--- src/rtl/uart_cmd_pkg.sv ---
// Shared constants and state encodings for the host command UART receiver.
// Imported by the byte receiver and the frame parser.
package uart_cmd_pkg;

    localparam logic [7:0] SYNC_BYTE   = 8'hA5;
    localparam logic [7:0] CMD_ARM     = 8'h01;
    localparam logic [7:0] CMD_RESET   = 8'h02;
    localparam logic [7:0] CMD_SET_WIN = 8'h03;

    typedef enum logic [2:0] {
        IDLE,
        START,
        DATA,
        STOP,
        WAIT_HI
    } rx_state_t;

    typedef enum logic [1:0] {
        HUNT,
        CMD,
        PAY,
        CHK
    } parse_state_t;

endpackage

--- src/rtl/uart_rx.sv ---
// 8N1 byte receiver: 2-FF input synchroniser plus bit-timing FSM.
// Emits one-cycle byte_valid / frame_err pulses.
module uart_rx
    import uart_cmd_pkg::*;
#(
    parameter int CLKS_PER_BIT = 868
) (
    input  logic       clk,
    input  logic       reset_n,
    input  logic       rx,
    output logic       byte_valid,
    output logic [7:0] rx_byte,
    output logic       frame_err,
    output logic       active
);

    localparam int CW = (CLKS_PER_BIT > 1) ? $clog2(CLKS_PER_BIT) : 1;
    localparam logic [CW-1:0] LAST = CW'(CLKS_PER_BIT - 1);
    localparam logic [CW-1:0] HALF = CW'(CLKS_PER_BIT / 2 - 1);

    logic            sync_a;
    logic            sync_b;
    rx_state_t       state;
    rx_state_t       state_n;
    logic [CW-1:0]   cnt;
    logic [CW-1:0]   cnt_n;
    logic [2:0]      bit_idx;
    logic [2:0]      bit_idx_n;
    logic [7:0]      shift;
    logic [7:0]      shift_n;
    logic            valid_n;
    logic            ferr_n;

    always_ff @(posedge clk or negedge reset_n) begin
        if (!reset_n) begin
            sync_a <= 1'b1;
            sync_b <= 1'b1;
        end else begin
            sync_a <= rx;
            sync_b <= sync_a;
        end
    end

    always_ff @(posedge clk or negedge reset_n) begin
        if (!reset_n) begin
            state      <= IDLE;
            cnt        <= '0;
            bit_idx    <= '0;
            shift      <= '0;
            byte_valid <= 1'b0;
            frame_err  <= 1'b0;
        end else begin
            state      <= state_n;
            cnt        <= cnt_n;
            bit_idx    <= bit_idx_n;
            shift      <= shift_n;
            byte_valid <= valid_n;
            frame_err  <= ferr_n;
        end
    end

    always_comb begin
        state_n   = state;
        cnt_n     = cnt;
        bit_idx_n = bit_idx;
        shift_n   = shift;
        valid_n   = 1'b0;
        ferr_n    = 1'b0;
        unique case (state)
            IDLE: begin
                cnt_n     = '0;
                bit_idx_n = '0;
                if (!sync_b) state_n = START;
            end
            START: begin
                if (cnt == HALF) begin
                    cnt_n   = '0;
                    // A start bit that is gone by mid-bit was line noise.
                    state_n = sync_b ? IDLE : DATA;
                end else begin
                    cnt_n = cnt + 1'b1;
                end
            end
            DATA: begin
                if (cnt == LAST) begin
                    cnt_n   = '0;
                    shift_n = {sync_b, shift[7:1]};
                    if (bit_idx == 3'd7) state_n = STOP;
                    else bit_idx_n = bit_idx + 3'd1;
                end else begin
                    cnt_n = cnt + 1'b1;
                end
            end
            STOP: begin
                if (cnt == LAST) begin
                    cnt_n = '0;
                    if (sync_b) begin
                        valid_n = 1'b1;
                        state_n = IDLE;
                    end else begin
                        ferr_n  = 1'b1;
                        state_n = WAIT_HI;
                    end
                end else begin
                    cnt_n = cnt + 1'b1;
                end
            end
            WAIT_HI: begin
                if (sync_b) state_n = IDLE;
            end
            default: state_n = IDLE;
        endcase
    end

    assign rx_byte = shift;
    assign active  = (state != IDLE);

endmodule

--- src/rtl/uart_cmd_rx.sv ---
// Host command receiver: assembles A5,CMD,P0..P3,CHK frames from the UART
// byte stream and reports accepted commands or frame/checksum/timeout errors.
module uart_cmd_rx
    import uart_cmd_pkg::*;
#(
    parameter int CLKS_PER_BIT = 868,
    parameter int TIMEOUT_CLKS = 100000
) (
    input  logic        clk,
    input  logic        reset_n,
    input  logic        i_Rx,
    output logic        cmd_valid,
    output logic [7:0]  cmd,
    output logic [31:0] payload,
    output logic        frame_err,
    output logic        chk_err,
    output logic        to_err,
    output logic        busy
);

    localparam int GW = $clog2(TIMEOUT_CLKS + 1);
    localparam logic [GW-1:0] GAP_LAST = GW'(TIMEOUT_CLKS - 1);

    logic         rx_bv;
    logic [7:0]   rx_byte;
    logic         rx_fe;
    logic         rx_active;

    parse_state_t state;
    parse_state_t state_n;
    logic [7:0]   cmd_sh;
    logic [31:0]  payload_sh;
    logic [7:0]   sum;
    logic [1:0]   pay_idx;
    logic [GW-1:0] gap;
    logic         fire;
    logic         bad;
    logic         tmo;

    uart_rx #(
        .CLKS_PER_BIT(CLKS_PER_BIT)
    ) u_rx (
        .clk       (clk),
        .reset_n   (reset_n),
        .rx        (i_Rx),
        .byte_valid(rx_bv),
        .rx_byte   (rx_byte),
        .frame_err (rx_fe),
        .active    (rx_active)
    );

    always_comb begin
        state_n = state;
        fire    = 1'b0;
        bad     = 1'b0;
        tmo     = 1'b0;
        if (rx_bv) begin
            unique case (state)
                HUNT: if (rx_byte == SYNC_BYTE) state_n = CMD;
                CMD:  state_n = PAY;
                PAY:  if (pay_idx == 2'd3) state_n = CHK;
                CHK: begin
                    state_n = HUNT;
                    if (rx_byte == sum) fire = 1'b1;
                    else bad = 1'b1;
                end
                default: state_n = HUNT;
            endcase
        end else if (rx_fe && state != HUNT) begin
            state_n = HUNT;
        end else if (state != HUNT && gap == GAP_LAST) begin
            tmo     = 1'b1;
            state_n = HUNT;
        end
    end

    always_ff @(posedge clk or negedge reset_n) begin
        if (!reset_n) state <= HUNT;
        else state <= state_n;
    end

    // Gap counter only runs inside a frame; any received byte restarts it.
    always_ff @(posedge clk or negedge reset_n) begin
        if (!reset_n) gap <= '0;
        else if (state == HUNT || rx_bv) gap <= '0;
        else gap <= gap + 1'b1;
    end

    always_ff @(posedge clk or negedge reset_n) begin
        if (!reset_n) begin
            cmd_sh     <= '0;
            payload_sh <= '0;
            sum        <= '0;
            pay_idx    <= '0;
        end else if (rx_bv) begin
            if (state == CMD) begin
                cmd_sh  <= rx_byte;
                sum     <= rx_byte;
                pay_idx <= '0;
            end else if (state == PAY) begin
                payload_sh[8*pay_idx +: 8] <= rx_byte;
                sum     <= sum + rx_byte;
                pay_idx <= pay_idx + 2'd1;
            end
        end
    end

    always_ff @(posedge clk or negedge reset_n) begin
        if (!reset_n) begin
            cmd_valid <= 1'b0;
            chk_err   <= 1'b0;
            to_err    <= 1'b0;
            cmd       <= '0;
            payload   <= '0;
        end else begin
            cmd_valid <= fire;
            chk_err   <= bad;
            to_err    <= tmo;
            if (fire) begin
                cmd     <= cmd_sh;
                payload <= payload_sh;
            end
        end
    end

    assign frame_err = rx_fe;
    assign busy      = rx_active | (state != HUNT);

endmodule
--- config.mk ---
export PLATFORM = sky130hd
export DESIGN_NAME = uart_cmd_rx
export DESIGN_NICKNAME = d
export VERILOG_FILES = /design/src/rtl/uart_cmd_pkg.sv /design/src/rtl/uart_rx.sv /design/src/rtl/uart_cmd_rx.sv
export SDC_FILE = /design/constraint.sdc
export NUM_CORES = 1
export LEC_CHECK = 0
export CAP_MARGIN = 30
export CORE_UTILIZATION = 50
export DETAILED_ROUTE_END_ITERATION = 7
export PLACE_DENSITY_LB_ADDON = 0.08
export SYNTH_ARGS = -nofsm -noshare
export SYNTH_HDL_FRONTEND = slang
export SYNTH_HIERARCHICAL = 1
export SYNTH_SLANG_ARGS = --single-unit
--- constraint.sdc ---
create_clock -name clk -period 1.9 [get_ports clk]
set_input_delay 0.285 -clock clk [delete_from_list [all_inputs] [get_ports clk]]
set_output_delay 0.285 -clock clk [all_outputs]
set_load 0.005 [all_outputs]
### Word-level counts from Yosys, hierarchy flattened

Index checks and enable logic that the tools add are counted.

* mux-type cells: 42
* add/sub/neg operators: 6
* reduce and logical (&&, ||, !) cells: 19
* equal/unequal tests: 23
* bitwise gates (word level): 2
* shift-type cells: 2

Operators with widths (count)
* $neg A5 Y34: 1
* $shift A8 B34 Y32 const A: 1
* $shiftx A8 B34 Y32: 1
* $bwmux W32: 1
* $pmux W10 S3: 1
* $mux W3: 9
* $mux W10: 2
* $add A17 B1 Y17 const B: 1
* $eq A17 B17 Y1 const B: 1
* $mux W17: 1
* $mux W2: 8
* $mux W8: 2
* $mux W1: 15
* $pmux W3 S5: 1
* $add A10 B1 Y10 const B: 1
* $eq A10 B10 Y1 const B: 1
* $eq A10 B9 Y1 const B: 1
* $ne A2 B1 Y1 const B: 5
* $reduce_and A3 Y1: 3
* $reduce_bool A3 Y1: 3
* $add A8 B8 Y8: 1
* $eq A8 B8 Y1: 1
* $eq A8 B8 Y1 const B: 1
* $pmux W2 S4: 1
* other kinds (20): 31

* register bits after elaboration: 140
* logic and storage cells: 113
* output and inout bits: 45
* input bits: 3

### Logic depth before layout (Yosys ltp)

Gate-level depths: netlist of the first run.

* depth after elaboration: 5
* depth in mapped cells: 9
* gate-level depth less buffers: 8

### Hierarchy

The synthesis of the first run kept the hierarchy.

By module, submodules not included
* uart_cmd_rx: cells an instance 466, area each 5049.8 µm², sequential area each 2802.7 µm², times used 1
* uart_rx: cells an instance 123, area each 1391.3 µm², sequential area each 703.2 µm², times used 1

### Least setup slack after synthesis of the first run

No wires, ideal clock.

* kind: reg-to-reg
* from: register u_rx.shift[5], in the netlist u_rx/rx_byte[5]
* to: register cmd[0]
* cell stages (with the launch flop): 8
* setup time: 0.128 ns
* data arrival time: 1.863 ns
* setup slack: -0.091 ns
* data required time: 1.772 ns
* clock period less this slack: 1.991 ns
* path buffers: 1
* cell sequence: dfrtp_1 ha_1 nor4_1 nand3_1 inv_1 nand3_1 buf_2 mux2_1

* cells in the longest elaborated chain, start to end: 4

RTL lines
* start, declared: line uart_rx.sv:29 `logic [7:0] shift;`
* start signal, assigned: line uart_rx.sv:56 `shift <= shift_n;`
* $eq A8 B8 Y1: line uart_cmd_rx.sv:64 `if (rx_byte == sum) fire = 1'b1;`
* $mux W1: line uart_cmd_rx.sv:64
* $mux W1: line uart_cmd_rx.sv:58 `unique case (state)`
* $mux W1: line uart_cmd_rx.sv:57 `if (rx_bv) begin`
* end signal, assigned: line uart_cmd_rx.sv:120 `cmd <= cmd_sh;`
* end, declared: line uart_cmd_rx.sv:13 `output logic [7:0] cmd,`

No other way between the ends.
A chain may end at the register's enable or synchronous reset.

### Worst setup path after layout of the first run

* from: register u_rx.shift[5], in the netlist u_rx/rx_byte[5]
* to: register cmd[5]

The elaborated chain is that of the path after synthesis.

==> metrics.md, run 1 <==
| Metric | Value |
|---|---|
| Worst Skew | a little over 8 ps |
| Skew-Pair Late Insertion Delay | 420 ps |
| Final setup viols | 21 |
| Largest net degree at the start of global routing | between 40 and 50 |
| Synth Register Bits | between 100 and 150 |
| Reg2Reg Depth | 8 |
| Clk slew on worst S/H paths | 60 ps |
| Status | finished with violations |
| P per Cell Area | 785 nW/um^2 |
| Area after DPL | between 7000 and 8000 sq um |
| Flop pwr share | 0.455 |
| Die area | approximately 13,000 sq um |
| Fin. max-slew vios | 0 |
| Worst setup startpoint | u_rx/rx_byte[5] |
| Worst setup EP type | flop |
| Via count | around 4,600 |
| Register area share after synthesis | 0.544 |
| Layout fillers | approximately 1,000 |
| Buffers on Ports | between 40 and 50 |
| Most common flop cell mapped by yosys | dfrtp_1 |
| Clk buf depth | 2 |
| Std-Cell Rows | 41 |
| Starting Density | 0.512 |
| P_sw | 1330 uW |
| Mean Syn Cell Area | 10.9 sq um |
| Worst setup endpoint | cmd[5] |
| F_max | 0.504 GHz |
| Worst r2r dst | cmd[5] |
| # IOs | 48 |
| Post-Syn Nets | 615 |
| Req. time, crit path | 2200 ps |
| WL per Instance | 15.9 um |
| Antenna fix cells | 0 |
| CP max FO | 10 |
| Commonest non-fill, non-tap cell in the layout | dfrtp_1 |
| Via density | 5.29 |
| Final worst slack | -82.3 ps |
| Post-synth top area cell | dfrtp_1 |
| Worst EP arrival | between 2000 and 2500 ps |
| # DRC | 0 |
| Worst hold path type | primary input to flop |
| Fraction of registers with async set/reset | 1.00 |
| Total placed cells including tap cells | ~830 |
| Post-synth EDFFs | 0 |
| Area delta synth->final | 30.0% |
| Number of global-route vias before repair | 4,787 |
| Crit start category | flop |
| Final worst path period need | 1980 ps |
| Sink Count | 140 |
| Routability Congestion | 0.813 |
| Final hold violation count | 0 |
| Gr usage total | 0.231 |
| Share of the synthesized area in the top cell type | 0.536 |
| Num CTS Buffers | 17 |
| Post-layout util | 0.666 |
| First-pass GRT wire length | 23,400 um |
| Yosys cell types | 55 |
| Initial detailed-routing violation count | 202 |
| Syn Std Cell Area | 6440 sq um |
| Total gr overflow | 0 |
| Max_slew headroom | 0.708 |
| Core Region | 12,600 sq um |
| Ranking of synthesized cells by area | dfrtp_1, mux2_2, nand2_1 |
| Clk root buf | clkbuf_16 |
| Failing checks | negative setup slack |
| Initial antenna violation count | 0 |
| Logic gate share of total power | 0.012 |
| Final instance count without filler cells | a little under 900 |
| WL final | 14,000 um |
| Warnings, synthesis | 6 |
| Switching part of the total power | 0.203 |
| Die Y | 116 um |
| MaxCap Viol Count | 0 |
| 1st-pass router iterations | 4 |
| R2R Setup Slk | -80 ps |
| Pleak | 0.00386 uW |
| Fin area | 8370 sq um |
| Cell count after synthesis | 589 |
| DIE WIDTH | ~120 um |
| Power share of the clock group | 0.534 |
| Post-route clock period utilization | 1.04 |
| Slew of the pin with the lowest slew margin | 438 ps |
| Dpl hpwl | 9190 um |
| Fraction of layout cells with a size suffix above 1 | 0.268 |
| Most frequent cells in the layout | dfrtp_1, nand2_1, o21ai_0, mux2_2, buf_4 |
| TritonCTS clock tree | yes |
| CP Class | flop to flop |
| Layout Nets | 719 |
| P_int | 5240 uW |
| VDD IR-drop max | 0.655 mV |
| Htree depth | 4 |
| Post-route ant nets | 0 |
| RSZ-0062 raised after global routing | yes |
| Reg2reg start | u_rx/rx_byte[5] |
## critical path: stages, from the launching register on
cell and delay, ps:
dfrtp_2 420, ha_4 250, nor4_2 250, nand3_1 140
inv_2 100, nand3_4 100, buf_12 190, buf_16 150
mux2_2 270
## final cells by class
cell class	instances	area [sq um]	share of cell area
timing repair buffer	104	1010	0.121
inverter	17	63.8	0.00762
clock buffer	18	439	0.0525
tap	172	215	0.0257
clock inverter	14	194	0.0232
multi-input combinational	413	2940	0.351
sequential	140	3510	0.419
## cells by family (layout without fill, tap and decap cells)
| logic type | after synthesis | after routing | share of synthesized area |
|---|---|---|---|
| AND/OR/NAND/NOR | 209 | 209 | 0.160 |
| multiplexers | 61 | 61 | 0.106 |
| adder cells (fa/ha/maj) | 23 | 23 | 0.0458 |
| AO/OA/AOI/OAI | 99 | 99 | 0.0927 |
| XOR/XNOR | 21 | 21 | 0.0286 |
| flip-flops | 140 | 140 | 0.544 |
| buffers and inverters | 36 | 153 | 0.0223 |
## power groups by stage
stage | clock network [uW] | registers, uW | logic [uW]
after floorplan | 0 | 3040 | 1.74
after global placement | 0 | 3040 | 78.6
after detailed placement | 0 | 3040 | 80.0
after CTS | 3570 | 2990 | 82.2
after global routing | 3700 | 2990 | 89.7
final | 3510 | 2990 | 76.0
## stage by stage
stage	hold WS (ps)	setup slack [ps]	TNS, ps	power, uW
2_1_floorplan	-10.6	-4.85	-4.85	3040
3_3_place_gp	209	14.0	0	3120
3_5_place_dp	209	-62.9	-242	3120
4_1_cts	249	-77.4	-1600	6640
5_1_grt	266	-138	-3580	6780
6_report	269	-82.3	-1350	6570
## how the worst min path moves through the flow
stage	cells after the start	endpoint	from
floorplan	0	chk_err	reset_n
global placement	1	payload[4]	reset_n
detailed placement	1	payload[4]	reset_n
CTS	1	u_rx/sync_a	i_Rx
global route	1	u_rx/sync_a	i_Rx
finish	1	u_rx/sync_a	i_Rx
## repair_timing
action                                 in CTS  in global routing
cloned                                      3                  0
hold buffers                                1                  0
pin swaps                                   1                 22
gates resized for setup                    10                 26
setup buffers                               4                  4
setup endpoints to repair                  44                 95
endpoints found under the hold margin      33                  0
## flip-flops by register name (all words and copies together) (netlist names), 3 cells and up
name	flops
cmd_sh	8
payload_sh	32
gap	17
cmd	8
u_rx/state	3
payload	32
u_rx/bit_idx	3
u_rx/cnt	10
sum	8
u_rx/rx_byte	8
## per-layer routing
layer / global-route usage / share of wire
met1: 0.281 / 0.44
met2: 0.400 / 0.51
met3: 0.0628 / 0.031
met4: 0.0753 / 0.016
met5: 0 / 0
## cells in the mapped netlist (3+ instances only)
master	instances
dfrtp_1	138
nand2_1	100
and3_1	9
xnor2_1	9
o211ai_1	4
inv_1	17
nand4_1	5
nand3_1	12
ha_1	22
nand2b_1	4
buf_2	6
and4_1	3
o22ai_1	3
clkbuf_1	12
a21o_1	3
nor3_1	8
nor2_1	37
o21a_1	4
o21ai_0	55
mux2i_1	4
nor2b_1	4
a21oi_1	13
mux2_2	53
xor2_1	12
nor3b_1	4
a211oi_1	3
mux2_1	4
o31ai_1	3
nand4b_1	3
No activity file was read; power rests on OpenSTA's default activity.
==> run 2: changes to the inputs <==
Settings changed: GPL_TIMING_DRIVEN set to 0, SYNTH_HIERARCHICAL 1 to unset.
==> metrics.md, run 2 <==
| Metric | Value |
|---|---|
| Via density | 5.59 |
| WL final | 14,100 um |
| Share of the synthesized area in the top cell type | 0.551 |
| Yosys cell types | 54 |
| Status | finished with violations |
| Syn Std Cell Area | 6270 sq um |
| Req. time, crit path | 2210 ps |
| Final worst slack | -135 ps |
| Post-synth EDFFs | 0 |
| Die area | around 13,000 sq um |
| Worst setup endpoint | u_rx.cnt[9] |
| P_sw | 1270 uW |
| Warnings, synthesis | 0 |
| Final hold violation count | 0 |
| Largest net degree at the start of global routing | 72 |
| Worst r2r dst | u_rx.cnt[9] |
| Power share of the clock group | 0.541 |
| Fin. max-slew vios | 0 |
| Post-route clock period utilization | 1.07 |
| Synth Register Bits | 140 |
| MaxCap Viol Count | 0 |
| VDD IR-drop max | roughly 0.48 mV |
| 1st-pass router iterations | 5 |
| Num CTS Buffers | 17 |
| Pleak | 0.00382 uW |
| WL per Instance | approximately 17 um |
| Clk slew on worst S/H paths | 60 ps |
| Post-synthesis compound-gate area fraction | 0.110 |
| Most common flop cell mapped by yosys | dfrtp_1 |
| Ranking of synthesized cells by area | dfrtp_1, mux2_2, a22o_1 |
| Failing checks | negative setup slack |
| CP Class | flop to flop |
| Dpl hpwl | 8620 um |
| Initial detailed-routing violation count | 301 |
| Most frequent cell after synthesis | dfrtp_1 |
| Sink Count | 140 |
| Htree depth | 4 |
| CP max FO | 5 |
| Initial antenna violation count | 0 |
| Antenna fix cells | 0 |
| Worst EP arrival | between 2000 and 2500 ps |
| Most frequent cells in the layout | dfrtp_1, clkdlybuf4s50_1, mux2_4 |
| Routability Congestion | 0.868 |
| Register area share after synthesis | 0.559 |
| # DRC | 0 |
| Logic gate share of total power | 0.010 |
| Layout Nets | 657 |
| Clk buf depth | 2 |
| Gr usage total | 0.234 |
| Worst setup EP type | flop |
| Largest family of logic cells by synthesized area | simple AND/OR/NAND/NOR gates |
| Final TNS setup | -3590 ps |
| Commonest non-fill, non-tap cell in the layout | dfrtp_1 |
| Reg2reg start | u_rx.cnt[1] |
| Total gr overflow | 0 |
| Via count | roughly 4,500 |
| Flop pwr share | 0.449 |
| Synth cell count leaders | dfrtp_1, mux2_2, nor2_1 |
| Crit start category | flop |
| Cell count after synthesis | 529 |
| XOR/XNOR Fraction of Synth Area | 0.0251 |
| Final worst path period need | ~2000 ps |
| Core Region | about 12,000 sq um |
| Fin area | about 8500 sq um |
| Worst hold path type | primary input to flop |
| Reg2Reg Depth | 8 |
| Fraction of layout cells with a size suffix above 1 | 0.300 |
| Post-Syn Nets | around 560 |
| Buffers on Ports | 47 |
| Final setup viols | 46 |
| R2R Setup Slk | -140 ps |
| F_max | 0.491 GHz |
| Multiplexer share of the synthesized area | 0.107 |
| Mean Syn Cell Area | 11.9 sq um |
| Switching part of the total power | 0.190 |
| Post-synth top area cell | dfrtp_1 |
| Worst setup startpoint | u_rx.cnt[1] |
| Max_slew headroom | 0.560 |
| DIE WIDTH | 114 um |
| Area delta synth->final | 35.7% |
| First-pass GRT wire length | 23,300 um |
| Number of global-route vias before repair | 4,594 |
| Die Y | 114 um |
| Clk root buf | clkbuf_16 |
| Worst Skew | 7.56 ps |
| Slew of the pin with the lowest slew margin | about 660 ps |
| Biggest regs | payload x32, payload_sh x32, gap x17 |
| Adder-Cell Fraction of Synth Area | 0.0471 |
| P_int | between 5000 and 6000 uW |
| TritonCTS clock tree | yes |
| Fraction of registers with async set/reset | 1.00 |
| Simple-gate share of the synthesized area | 0.128 |
| Area after DPL | 7060 sq um |
| Starting Density | 0.518 |
| RSZ-0062 raised after global routing | yes |
| P per Cell Area | 782 nW/um^2 |
| Std-Cell Rows | 40 |
| # IOs | 48 |
| Post-route ant nets | 0 |
| Skew-Pair Late Insertion Delay | 420 ps |
==> run 2: cell types whose count changed in the layout (fill, tap and decap cells not counted), sizes merged, moves of 5 or more <==
| cell | before | now |
|---|---|---|
| nand2 | 101 | 35 |
| o21ai | 55 | 23 |
| a31oi | 0 | 5 |
| a22o | 0 | 35 |
| clkbuf | 18 | 33 |
| buf | 57 | 45 |
| and3 | 9 | 3 |
| nand3 | 12 | 26 |
==> run 2: worst min path at each step <==
stage,from,end,depth (start not counted)
detailed placement,reset_n,payload[11],1
CTS,i_Rx,u_rx.sync_a,1
finish,i_Rx,u_rx.sync_a,1
global route,i_Rx,u_rx.sync_a,1
global placement,u_rx.sync_a,u_rx.sync_b,0
floorplan,reset_n,chk_err,0
==> run 2: area by class of cell <==
cell class	count	area, sq um
plain buffers	19	154
clock buffers	21	460
repair buffers	85	846
clock inverters	11	189
well taps	168	210
fillers	883	3600
multi-input cells	352	3080
inverters	16	65.1
flip-flops and latches	140	3510
==> run 2: cells by family after synthesis <==
group / after synthesis
AO/OA/AOI/OAI: 99
XOR/XNOR: 18
adder cells (fa/ha/maj): 23
buffers and inverters: 37
flip-flops: 140
multiplexers: 58
AND/OR/NAND/NOR: 154
==> run 2: stage by stage <==
| step | util | hold WS (ps) | instances | setup slack [ps] | total power (uW) |
|---|---|---|---|---|---|
| 2_1_floorplan | - | -10.6 | 529 | -167 | 3040 |
| 3_3_place_gp | 0.581 | 347 | 744 | -4820 | 3110 |
| 3_5_place_dp | 0.583 | 334 | 745 | -419 | 3110 |
| 4_1_cts | 0.682 | 267 | 806 | -115 | 6730 |
| 5_1_grt | 0.703 | 280 | 812 | -174 | 6870 |
| 6_report | 0.703 | 277 | 812 | -135 | 6660 |
==> run 2: critical path, cell delays in order, from the launching register on <==
cell and delay [ps]:
dfrtp_1 400, inv_2 90, ha_4 130, or4bb_4 460, o31ai_4 220, o21ai_2 130
clkbuf_8 180, a21o_1 150, a22o_1 170
==> run 2: power groups by stage <==
stage          Combinational, uW  Sequential (uW)  Clock, uW
2_1_floorplan               1.49             3040          0
3_3_place_gp                63.2             3040          0
3_5_place_dp                72.2             3040          0
4_1_cts                     73.8             2990       3660
5_1_grt                     84.2             2990       3800
6_report                    69.3             2990       3600
==> run 2: what timing repair did <==
action / 4_1_cts / 5_1_grt
buffers inserted: 27 / 6
endpoints found under the hold margin: 67 / 0
gates resized for setup: 77 / 52
pin swaps: 18 / 16
hold buffers: 1 / 0
endpoints found under the setup margin: 110 / 104
cloned: 3 / 1
==> run 2: per-layer routing <==
metal | global-route usage | share of wire | vias to the layer above
li1 | - | - | 2113
met1 | 0.296 | 0.43 | 2304
met2 | 0.387 | 0.51 | 99
met3 | 0.0515 | 0.042 | 25
met4 | 0.103 | 0.022 | 0
met5 | 0 | 0 | -
==> run 3: changes to the inputs <==
Settings changed: GPL_TIMING_DRIVEN 0 to unset.
==> metrics.md, run 3 (same netlist as run 2, synthesis figures left out) <==
| Metric | Value |
|---|---|
| Clk slew on worst S/H paths | roughly 50 ps |
| Htree depth | 4 |
| # DRC | 0 |
| Core Region | between 10,000 and 15,000 sq um |
| Final instance count without filler cells | 823 |
| Clk root buf | clkbuf_16 |
| Commonest non-fill, non-tap cell in the layout | dfrtp_1 |
| WL per Instance | 17.5 um |
| F_max | 0.494 GHz |
| WL final | 14,400 um |
| Largest net degree at the start of global routing | 49 |
| Pleak | about 0.0039 uW |
| Initial detailed-routing violation count | 228 |
| Min-Delay Startpoint | i_Rx |
| Number of global-route vias before repair | between 4,000 and 5,000 |
| First-pass GRT wire length | 22,900 um |
| Worst setup EP type | flop |
| Worst Skew | between 5 and 6 ps |
| Layout fillers | ~900 |
| Skew-Pair Late Insertion Delay | 420 ps |
| Die Y | 114 um |
| Die area | 13,000 sq um |
| Num CTS Buffers | 17 |
| Initial antenna violation count | 0 |
| Hold endpoint | u_rx.sync_a |
| TritonCTS clock tree | yes |
| Status | finished with violations |
| R2R Setup Slk | -120 ps |
| Buffers on Ports | 47 |
| Total gr overflow | 0 |
| Antenna fix cells | 0 |
| VDD IR-drop max | approximately 0.49 mV |
| Sink Count | 140 |
| Fin. max-slew vios | 0 |
| Via count | about 4,600 |
| Worst setup startpoint | u_rx.rx_byte[6] |
| Area delta synth->final | 34.7% |
| Area after DPL | 7440 sq um |
| Post-route clock period utilization | 1.07 |
| Routability Congestion | ~0.87 |
| Final worst path period need | 2020 ps |
| CP Class | flop to flop |
| Failing checks | negative setup slack |
| Pre-CTS WS | -156 ps |
| Max_slew headroom | 0.702 |
| RSZ-0062 raised after global routing | yes |
| Final worst slack | -125 ps |
| Starting Density | 0.518 |
| Biggest regs | payload x32, payload_sh x32, gap x17 |
| # IOs | between 40 and 50 |
| Fraction of layout cells with a size suffix above 1 | 0.307 |
| Slew of the pin with the lowest slew margin | 447 ps |
| 1st-pass router iterations | 4 |
| Reg2reg start | u_rx.rx_byte[6] |
| Final hold violation count | 0 |
| Hold Path Stages | 1 |
| DIE WIDTH | between 100 and 150 um |
| Std-Cell Rows | 40 |
| Worst EP arrival | 2320 ps |
| Req. time, crit path | 2200 ps |
| Crit start category | flop |
| CP max FO | 15 |
| Via density | 5.58 |
| Dpl hpwl | 9170 um |
| Layout Nets | 668 |
| Gr usage total | 0.233 |
| Total placed cells including tap cells | between 700 and 800 |
| Final hold slack | ~270 ps |
| Fin area | 8450 sq um |
| Post-route ant nets | 0 |
| Most frequent cells in the layout | dfrtp_1, buf_4, clkdlybuf4s50_1 |
| P per Cell Area | 775 nW/um^2 |
| Reg2Reg Depth | 6 |
| Clk buf depth | 2 |
| Post-layout util | 0.698 |
| MaxCap Viol Count | 0 |
| Final setup viols | 50 |
| Multi-input logic area | 2960 sq um |
| Worst r2r dst | payload[16] |
| Worst hold path type | primary input to flop |
| Register Area | 3510 sq um |
[run 3: cell types whose count changed in the layout (fill, tap and decap cells not counted), moves of 4 or more]
cell	previous run	this run
mux2_2	12	27
mux2_4	43	28
buf_4	27	56
dfrtp_2	5	1
nand3_1	19	24
dfrtp_1	133	137
[run 3: timing repair]
action	4_1_cts	5_1_grt
hold buffers	1	0
resized for setup	35	41
endpoints found under the setup margin	67	72
pin swaps	5	6
hold endpoints to repair	41	0
setup buffers	0	2
gates cloned	0	2
[run 3: how the worst max path moves through the flow]
stage | end | slack (ps) | cells after the start
floorplan | u_rx.rx_byte[3] | -170 | 5
global route | payload[27] | -210 | 6
global placement | payload[3] | -180 | 7
finish | payload[16] | -120 | 6
CTS | cmd[2] | -110 | 7
detailed placement | payload[3] | -160 | 7
[run 3: area by class of cell]
| cell class | instances | area share |
|---|---|---|
| inverters | 16 | 0.00711 |
| clock buffers | 25 | 0.0575 |
| multi-input cells | 352 | 0.350 |
| clock inverters | 7 | 0.0160 |
| flip-flops and latches | 140 | 0.415 |
| repair buffers | 115 | 0.130 |
| well taps | 168 | 0.0249 |
[run 3: power by group]
group	internal (uW)	switching, uW	leakage, uW
sequential	2990	1.81	0.00193
combinational	15.6	60.1	0.00164
clock	2300	1190	0.000305
total	5300	1250	0.00388
[run 3: worst max-delay path, stage by stage, from the launching register on]
cell       delay (ps)
dfrtp_1           400
ha_4              260
nor4_4            310
nand3_2           130
nor2_4            230
clkbuf_16         230
mux2_2            330
[run 3: metal layers]
layer / global-route usage / vias to the layer above / part of all wire
li1: - / 2137 / -
met1: 0.298 / 2321 / 0.44
met2: 0.379 / 105 / 0.50
met3: 0.0499 / 27 / 0.034
met4: 0.112 / 0 / 0.021
met5: 0 / - / 0
[run 3: metrics by stage]
stage          power, uW  TNS (ps)
2_1_floorplan       3040     -1070
3_3_place_gp        3120     -8040
3_5_place_dp        3120     -7520
4_1_cts             6610     -3690
5_1_grt             6760     -8140
6_report            6550     -3910
